===== src/rtl/mdu_pkg.sv =====
// -----------------------------------------------------------------------------
// mdu_pkg
// Shared types and helpers for the multicycle multiply/divide unit.
//   mdu_op_e    : RISC-V M-extension funct3 encodings
//   mdu_state_e : control FSM states
//   is_div / is_rem / is_signed_a / is_signed_b : op decode helpers
// -----------------------------------------------------------------------------
package mdu_pkg;

    typedef enum logic [2:0] {
        OP_MUL    = 3'b000,
        OP_MULH   = 3'b001,
        OP_MULHSU = 3'b010,
        OP_MULHU  = 3'b011,
        OP_DIV    = 3'b100,
        OP_DIVU   = 3'b101,
        OP_REM    = 3'b110,
        OP_REMU   = 3'b111
    } mdu_op_e;

    typedef enum logic [1:0] {
        ST_IDLE = 2'd0,
        ST_CALC = 2'd1,
        ST_FIX  = 2'd2,
        ST_DONE = 2'd3
    } mdu_state_e;

    function automatic logic is_div(input mdu_op_e op);
        return op inside {OP_DIV, OP_DIVU, OP_REM, OP_REMU};
    endfunction

    function automatic logic is_rem(input mdu_op_e op);
        return op inside {OP_REM, OP_REMU};
    endfunction

    // rs1 is treated as signed
    function automatic logic is_signed_a(input mdu_op_e op);
        return op inside {OP_MULH, OP_MULHSU, OP_DIV, OP_REM};
    endfunction

    // rs2 is treated as signed
    function automatic logic is_signed_b(input mdu_op_e op);
        return op inside {OP_MULH, OP_DIV, OP_REM};
    endfunction

endpackage


===== src/rtl/mdu_negate.sv =====
// -----------------------------------------------------------------------------
// mdu_negate
// Combinational conditional two's-complement negation.
//   din  [W-1:0] : input value
//   neg          : 1 -> dout = -din, 0 -> dout = din
//   dout [W-1:0] : result
// -----------------------------------------------------------------------------
module mdu_negate #(
    parameter int W = 64
) (
    input  logic [W-1:0] din,
    input  logic         neg,
    output logic [W-1:0] dout
);

    assign dout = neg ? ((~din) + W'(1)) : din;

endmodule


===== src/rtl/mul_div_unit.sv =====
// -----------------------------------------------------------------------------
// mul_div_unit
// Multicycle RISC-V M-extension unit: shift-add multiply and restoring
// divide, one bit per cycle, operating on magnitudes with a final sign fix.
//   CLK, RST          : clock (rising edge), asynchronous active-high reset
//   START, OP, A, B   : issue request (sampled only in IDLE), funct3, rs1, rs2
//   BUSY              : high in every state except IDLE
//   DONE              : one-cycle pulse, RESULT valid
//   RESULT            : result register, held until the next DONE
// Optional build macro: MDU_EARLY_OUT_EN -- multiply ops leave CALC as soon
// as the remaining multiplier bits are all zero.
// -----------------------------------------------------------------------------
module mul_div_unit
    import mdu_pkg::*;
#(
    parameter int XLEN  = 64,
    parameter int CNT_W = $clog2(XLEN) + 1
) (
    input  logic            CLK,
    input  logic            RST,
    input  logic            START,
    input  logic [2:0]      OP,
    input  logic [XLEN-1:0] A,
    input  logic [XLEN-1:0] B,
    output logic            BUSY,
    output logic            DONE,
    output logic [XLEN-1:0] RESULT
);

    localparam logic [CNT_W-1:0] CNT_INIT = CNT_W'(XLEN);
    localparam logic [XLEN-1:0]  MOST_NEG = {1'b1, {(XLEN-1){1'b0}}};

    mdu_state_e            state_q, state_d;
    mdu_op_e               op_q, op_d;
    logic [2*XLEN-1:0]     acc_q, acc_d;     // mul: {partial, multiplier}; div: low half = dividend/quotient
    logic [XLEN-1:0]       rem_q, rem_d;     // div partial remainder (always < divisor)
    logic [XLEN-1:0]       opb_q, opb_d;     // mul: multiplicand; div: divisor
    logic [CNT_W-1:0]      cnt_q, cnt_d;
    logic                  sign_q, sign_d;
    logic [XLEN-1:0]       result_q, result_d;
    logic                  busy_q, busy_d;
    logic                  done_q, done_d;

    // ---------------- issue-side decode ----------------
    mdu_op_e         op_in;
    logic            a_neg, b_neg;
    logic [XLEN-1:0] a_mag, b_mag;
    logic            div_zero, div_ovf;

    assign op_in    = mdu_op_e'(OP);
    assign a_neg    = is_signed_a(op_in) & A[XLEN-1];
    assign b_neg    = is_signed_b(op_in) & B[XLEN-1];
    assign div_zero = (B == '0);
    assign div_ovf  = (op_in inside {OP_DIV, OP_REM}) && (A == MOST_NEG) && (B == '1);

    mdu_negate #(.W(XLEN)) u_abs_a (.din(A), .neg(a_neg), .dout(a_mag));
    mdu_negate #(.W(XLEN)) u_abs_b (.din(B), .neg(b_neg), .dout(b_mag));

    // ---------------- datapath steps ----------------
    logic [XLEN:0]     mul_sum;
    logic [2*XLEN-1:0] mul_next;
    logic [XLEN:0]     div_shift, div_diff;
    logic              div_ge;

    // Add multiplicand into the upper half when the multiplier LSB is set,
    // then shift the whole accumulator right (carry enters the MSB).
    assign mul_sum  = {1'b0, acc_q[2*XLEN-1:XLEN]} + (acc_q[0] ? {1'b0, opb_q} : '0);
    assign mul_next = {mul_sum, acc_q[XLEN-1:1]};

    // Restoring step: shift next dividend bit into the remainder, try subtract.
    assign div_shift = {rem_q, acc_q[XLEN-1]};
    assign div_diff  = div_shift - {1'b0, opb_q};
    assign div_ge    = ~div_diff[XLEN];

`ifdef MDU_EARLY_OUT_EN
    // Low cnt_q bits of the accumulator are the multiplier bits not yet consumed.
    logic [XLEN-1:0] rem_mask;
    logic            mul_zero;
    assign rem_mask = {XLEN{1'b1}} >> (CNT_INIT - cnt_q);
    assign mul_zero = ((acc_q[XLEN-1:0] & rem_mask) == '0);
`endif

    // ---------------- result sign fix ----------------
    // Negate the full double-width product so the high half is correct.
    logic [2*XLEN-1:0] fix_in, fix_out;
    logic [XLEN-1:0]   fix_sel;

    assign fix_in  = is_div(op_q) ? {{XLEN{1'b0}}, (is_rem(op_q) ? rem_q : acc_q[XLEN-1:0])} : acc_q;
    assign fix_sel = (op_q inside {OP_MULH, OP_MULHSU, OP_MULHU}) ? fix_out[2*XLEN-1:XLEN]
                                                                  : fix_out[XLEN-1:0];

    mdu_negate #(.W(2*XLEN)) u_fix (.din(fix_in), .neg(sign_q), .dout(fix_out));

    // ---------------- control ----------------
    always_comb begin
        state_d  = state_q;
        op_d     = op_q;
        acc_d    = acc_q;
        rem_d    = rem_q;
        opb_d    = opb_q;
        cnt_d    = cnt_q;
        sign_d   = sign_q;
        result_d = result_q;

        case (state_q)
            ST_IDLE: begin
                if (START) begin
                    op_d = op_in;
                    if (is_div(op_in) && (div_zero || div_ovf)) begin
                        // Architecturally defined results, no iteration needed.
                        if (div_zero) result_d = is_rem(op_in) ? A : '1;
                        else          result_d = is_rem(op_in) ? '0 : A;
                        state_d = ST_DONE;
                    end else begin
                        acc_d   = {{XLEN{1'b0}}, (is_div(op_in) ? a_mag : b_mag)};
                        opb_d   = is_div(op_in) ? b_mag : a_mag;
                        rem_d   = '0;
                        cnt_d   = CNT_INIT;
                        // Remainder takes the dividend's sign.
                        sign_d  = is_rem(op_in) ? a_neg : (a_neg ^ b_neg);
                        state_d = ST_CALC;
                    end
                end
            end
            ST_CALC: begin
                cnt_d = cnt_q - CNT_W'(1);
                if (is_div(op_q)) begin
                    acc_d = {acc_q[2*XLEN-1:XLEN], acc_q[XLEN-2:0], div_ge};
                    rem_d = div_ge ? div_diff[XLEN-1:0] : div_shift[XLEN-1:0];
                end else begin
                    acc_d = mul_next;
                end
                if (cnt_q == CNT_W'(1)) state_d = ST_FIX;
`ifdef MDU_EARLY_OUT_EN
                if (!is_div(op_q) && mul_zero) begin
                    // Nothing left to add: jump straight to final alignment.
                    acc_d   = acc_q >> cnt_q;
                    state_d = ST_FIX;
                end
`endif
            end
            ST_FIX: begin
                result_d = fix_sel;
                state_d  = ST_DONE;
            end
            ST_DONE: begin
                state_d = ST_IDLE;
            end
            default: state_d = ST_IDLE;
        endcase

        busy_d = (state_d != ST_IDLE);
        done_d = (state_d == ST_DONE);
    end

    always_ff @(posedge CLK or posedge RST) begin
        if (RST) begin
            state_q  <= ST_IDLE;
            op_q     <= OP_MUL;
            acc_q    <= '0;
            rem_q    <= '0;
            opb_q    <= '0;
            cnt_q    <= '0;
            sign_q   <= 1'b0;
            result_q <= '0;
            busy_q   <= 1'b0;
            done_q   <= 1'b0;
        end else begin
            state_q  <= state_d;
            op_q     <= op_d;
            acc_q    <= acc_d;
            rem_q    <= rem_d;
            opb_q    <= opb_d;
            cnt_q    <= cnt_d;
            sign_q   <= sign_d;
            result_q <= result_d;
            busy_q   <= busy_d;
            done_q   <= done_d;
        end
    end

    assign BUSY   = busy_q;
    assign DONE   = done_q;
    assign RESULT = result_q;

endmodule


===== config.mk =====
export PLATFORM = sky130hd
export DESIGN_NAME = mul_div_unit
export DESIGN_NICKNAME = d
export VERILOG_FILES = /design/src/rtl/mdu_pkg.sv /design/src/rtl/mdu_negate.sv /design/src/rtl/mul_div_unit.sv
export SDC_FILE = /design/constraint.sdc
export NUM_CORES = 2
export LEC_CHECK = 0
export CAP_MARGIN = 20
export CORE_ASPECT_RATIO = 1.25
export CORE_MARGIN = 4
export CORE_UTILIZATION = 43
export DETAILED_ROUTE_END_ITERATION = 12
export SETUP_SLACK_MARGIN = 0.3
export SLEW_MARGIN = 20
export SYNTH_ARGS = -nofsm -noshare
export SYNTH_HDL_FRONTEND = slang
export SYNTH_SLANG_ARGS = --single-unit

===== constraint.sdc =====
create_clock -name CLK -period 10.5 [get_ports CLK]
set_input_delay 1.05 -clock CLK [delete_from_list [all_inputs] [get_ports CLK]]
set_output_delay 1.05 -clock CLK [all_outputs]
set_load 0.05 [all_outputs]

==> flow_summary.yaml <==
detailed_routing:
  vias: 35000
  ant_nets: 0
  firstDrtPassIters: 8
  routedWlPerCell_um: 27.0
  drc: 0
  drt_iter0_markers: 4229
  via_per_inst: 6.41
  routed_wl_mm: 147
clock_tree:
  clockBufferDepth: 3
  root_buffer: "clkbuf_16"
  cts_tree: "built"
  cts_buffers: 41
  clk_latency_ps: 620
  ctsHoldBuffers: 0
  clk_pin_slew_worst_paths_ps: 70
  htree_num_levels: 2
  cts_resized: 0
  cts_num_sinks: 335
  post_cts.repair.setup_buffers: 0
critical_path:
  worst_setup_path_start_kind: "flop"
  timing.rr.end: "RESULT[61]"
  r2r_start: "op_q[2]"
  cp.required_ps: 11000
  crit_type: "flop to flop"
  cp.arrival_ps: 6790
  cp_max_fo: 135
  rrSetupSlack_ps: 4210
  reg2reg_depth: 12
  end_kind: "flop"
sta:
  slew_violations: 0
  relSlewSlack_pct: 27.2
  finalHoldViolCount: 0
  fin_crit_ps: 6290
  period_share_pct: 59.9
  holdWs_ps: 520
  worst_pin_slew_ps: 1090
  rsz0062_at_grt: "false"
  tns_ps: 0
  skew_ps: 34.6
  fmax_mhz: 159
  setup_viol: 0
layout:
  final_layout_size_suffix_gt1_share_pct: 4.30
  final_cell_mix: "483 x a21oi_1, 468 x o21ai_0, 456 x nor2_1, 435 x nand2_1, 332 x dfrtp_1"
  final_common_cell: "a21oi_1"
  instances_no_fill: 5462
  n_fill_cell: 7730
  area_delta_synth_final_pct: 12.0
  nets: 4725
synth:
  synth_edf_count: 0
  async_reset_ff_share_pct: 100
  syn_nets: 4746
  syn_inst: 4476
  ys_seq_area_share_pct: 25.5
  ys.flop_type: "dfrtp_1"
  syn_area_um2: 32900
  synth_cell_types: 92
  yosysWarnings: 0
  synth-seq-cells: 335
  avgSynthCellArea_um2: 7.35
placement:
  dp.cells: 5389
  dpl.hpwl_mm: 115
  io_buffers: 199
  routabilityCongestion: 1.06
pwr:
  internal_power_mw: 6.13
  power.share.sequential_pct: 22.2
  net-switching-power_mw: 7.64
  power.share.clock_pct: 11.8
  ir_drop_mv: 0.175
  power_density_nw_per_um2: 374
  p_comb_share_pct: 66.0
  swShare_pct: 55.5
  p_leak_nw: 15.3
floorplanning:
  die_area_um2: 81000
  start_util_pct: 43.3
  die_h_um: 317
  rows: 113
  ios: 200
  die_w_um: 255
  core_area_um2: 75900
hold_path:
  hold_end: "cnt_q[5]"
  hold_path_class: "flop to flop"
  min_path_cells: 1
  worstHoldStart: "cnt_q[5]"
run:
  maxCapViolations: 0
grt:
  grt_use_met2_pct: 51.9
  grt_pass1_vias: 31700
  busiest_layer: "met2"
  use_met3_pct: 6.29
  grt_max_degree: 149
  gr-total-overflow: 0
  use_met1_pct: 48.0
  antenna_found_initial: 7
  grt_usage_pct: 34.5
  grt_pass1_wl_mm: 213
outcome:
  run_status: "finished clean"
-- logic make-up (layout without fill, tap and decap cells) --
group | count (synthesis) | after routing | share of synthesized area [%]
flip-flops | 335 | 335 | 25.5
other | 0 | 1 | 0
XOR/XNOR | 346 | 346 | 9.21
buffers and inverters | 455 | 463 | 5.40
adder cells (fa/ha/maj) | 147 | 147 | 5.55
AO/OA/AOI/OAI | 1492 | 1492 | 27.1
multiplexers | 139 | 139 | 4.27
AND/OR/NAND/NOR | 1562 | 1562 | 22.9
-- power groups by stage --
| stage | sequential (mW) | combinational [mW] | clock, mW |
|---|---|---|---|
| CTS | 3.00 | 8.90 | 1.63 |
| detailed placement | 3.01 | 8.87 | 0 |
| floorplan | 2.75 | 6.24 | 0 |
| global route | 3.10 | 9.83 | 1.68 |
| finish | 3.06 | 9.08 | 1.62 |
| global placement | 3.02 | 8.82 | 0 |
-- cell usage after synthesis, drive strengths merged (12+ instances only) --
cell    number  area share [%]
a211o       24            0.64
a211oi      60             1.4
a21o        69             1.6
a21oi      485             7.4
a22oi       20            0.46
a31oi       64             1.2
a32oi       14            0.37
and2        84             1.6
and3        23            0.44
buf         60            0.89
clkbuf     253             2.9
dfrtp      335              25
ha         134             5.1
inv        140             1.6
mux2i      128             3.9
nand2      439             5.0
nand2b      28            0.53
nand3      154             2.4
nand4       66             1.3
nor2       460             5.3
nor2b       15            0.29
nor3       102             1.6
nor4        50             1.1
o211ai      41            0.94
o21a        28            0.64
o21ai      477             7.3
o21bai      26            0.59
o221ai      12            0.32
o22ai       21            0.40
o31ai       52             1.2
o41ai       22            0.65
or2         20            0.38
or3         35            0.68
or4         28            0.66
xnor2      201             5.4
xor2       145             3.9
-- cell type report --
class                      count  area (µm²)  share of cell area [%]
timing repair buffer         249        2390                    6.50
tap                          977        1220                    3.32
clock buffer                  50        1080                    2.93
antenna                        1        2.50                 0.00680
sequential                   335        8390                    22.8
clock inverter                22         380                    1.03
multi-input combinational   3686       22800                    62.0
inverter                     142         537                    1.46
-- metal layers --
metal | vias up | wire (µm)
met1 | 16700 | 62400
met3 | 337 | 14200
met4 | 4 | 8320
met2 | 1757 | 62300
li1 | 16100 | -
met5 | - | 22
-- worst max path at each step --
| stage | slack (ps) | start | to |
|---|---|---|---|
| floorplan | 4970 | RST | BUSY |
| global placement | 3810 | B[19] | acc_q[40] |
| detailed placement | 3710 | B[19] | acc_q[40] |
| CTS | 4330 | B[19] | acc_q[40] |
| global route | 3910 | B[19] | acc_q[40] |
| finish | 4210 | op_q[2] | RESULT[61] |
-- state kept, by name (all words and copies together), names as in the netlist --
signal / cells
DONE: 1
sign_q: 1
acc_q: 128
rem_q: 64
op_q: 3
BUSY: 1
cnt_q: 7
state_q: 2
opb_q: 64
RESULT: 64
-- stage by stage --
step	worst slack, ps	power [mW]	cell area [µm²]	utilization (%)
finish	4210	13.8	36800	48.5
global route	3910	14.6	36800	48.5
CTS	4330	13.5	36800	48.5
detailed placement	3710	11.9	35400	46.6
global placement	3810	11.8	35400	46.6
floorplan	4970	8.98	32900	-
-- worst max-delay path, stage by stage (launching register included) --
cell and delay (ps):
dfrtp_4 980, buf_12 570, and2_1 220, buf_4 420
a21oi_1 300, or3_1 570, nor4_4 740, nand4_1 840
and4b_1 560, o211ai_1 120, mux2_2 300, o21ai_0 250
nand2_1 90
(Power assumes the default switching activity.)
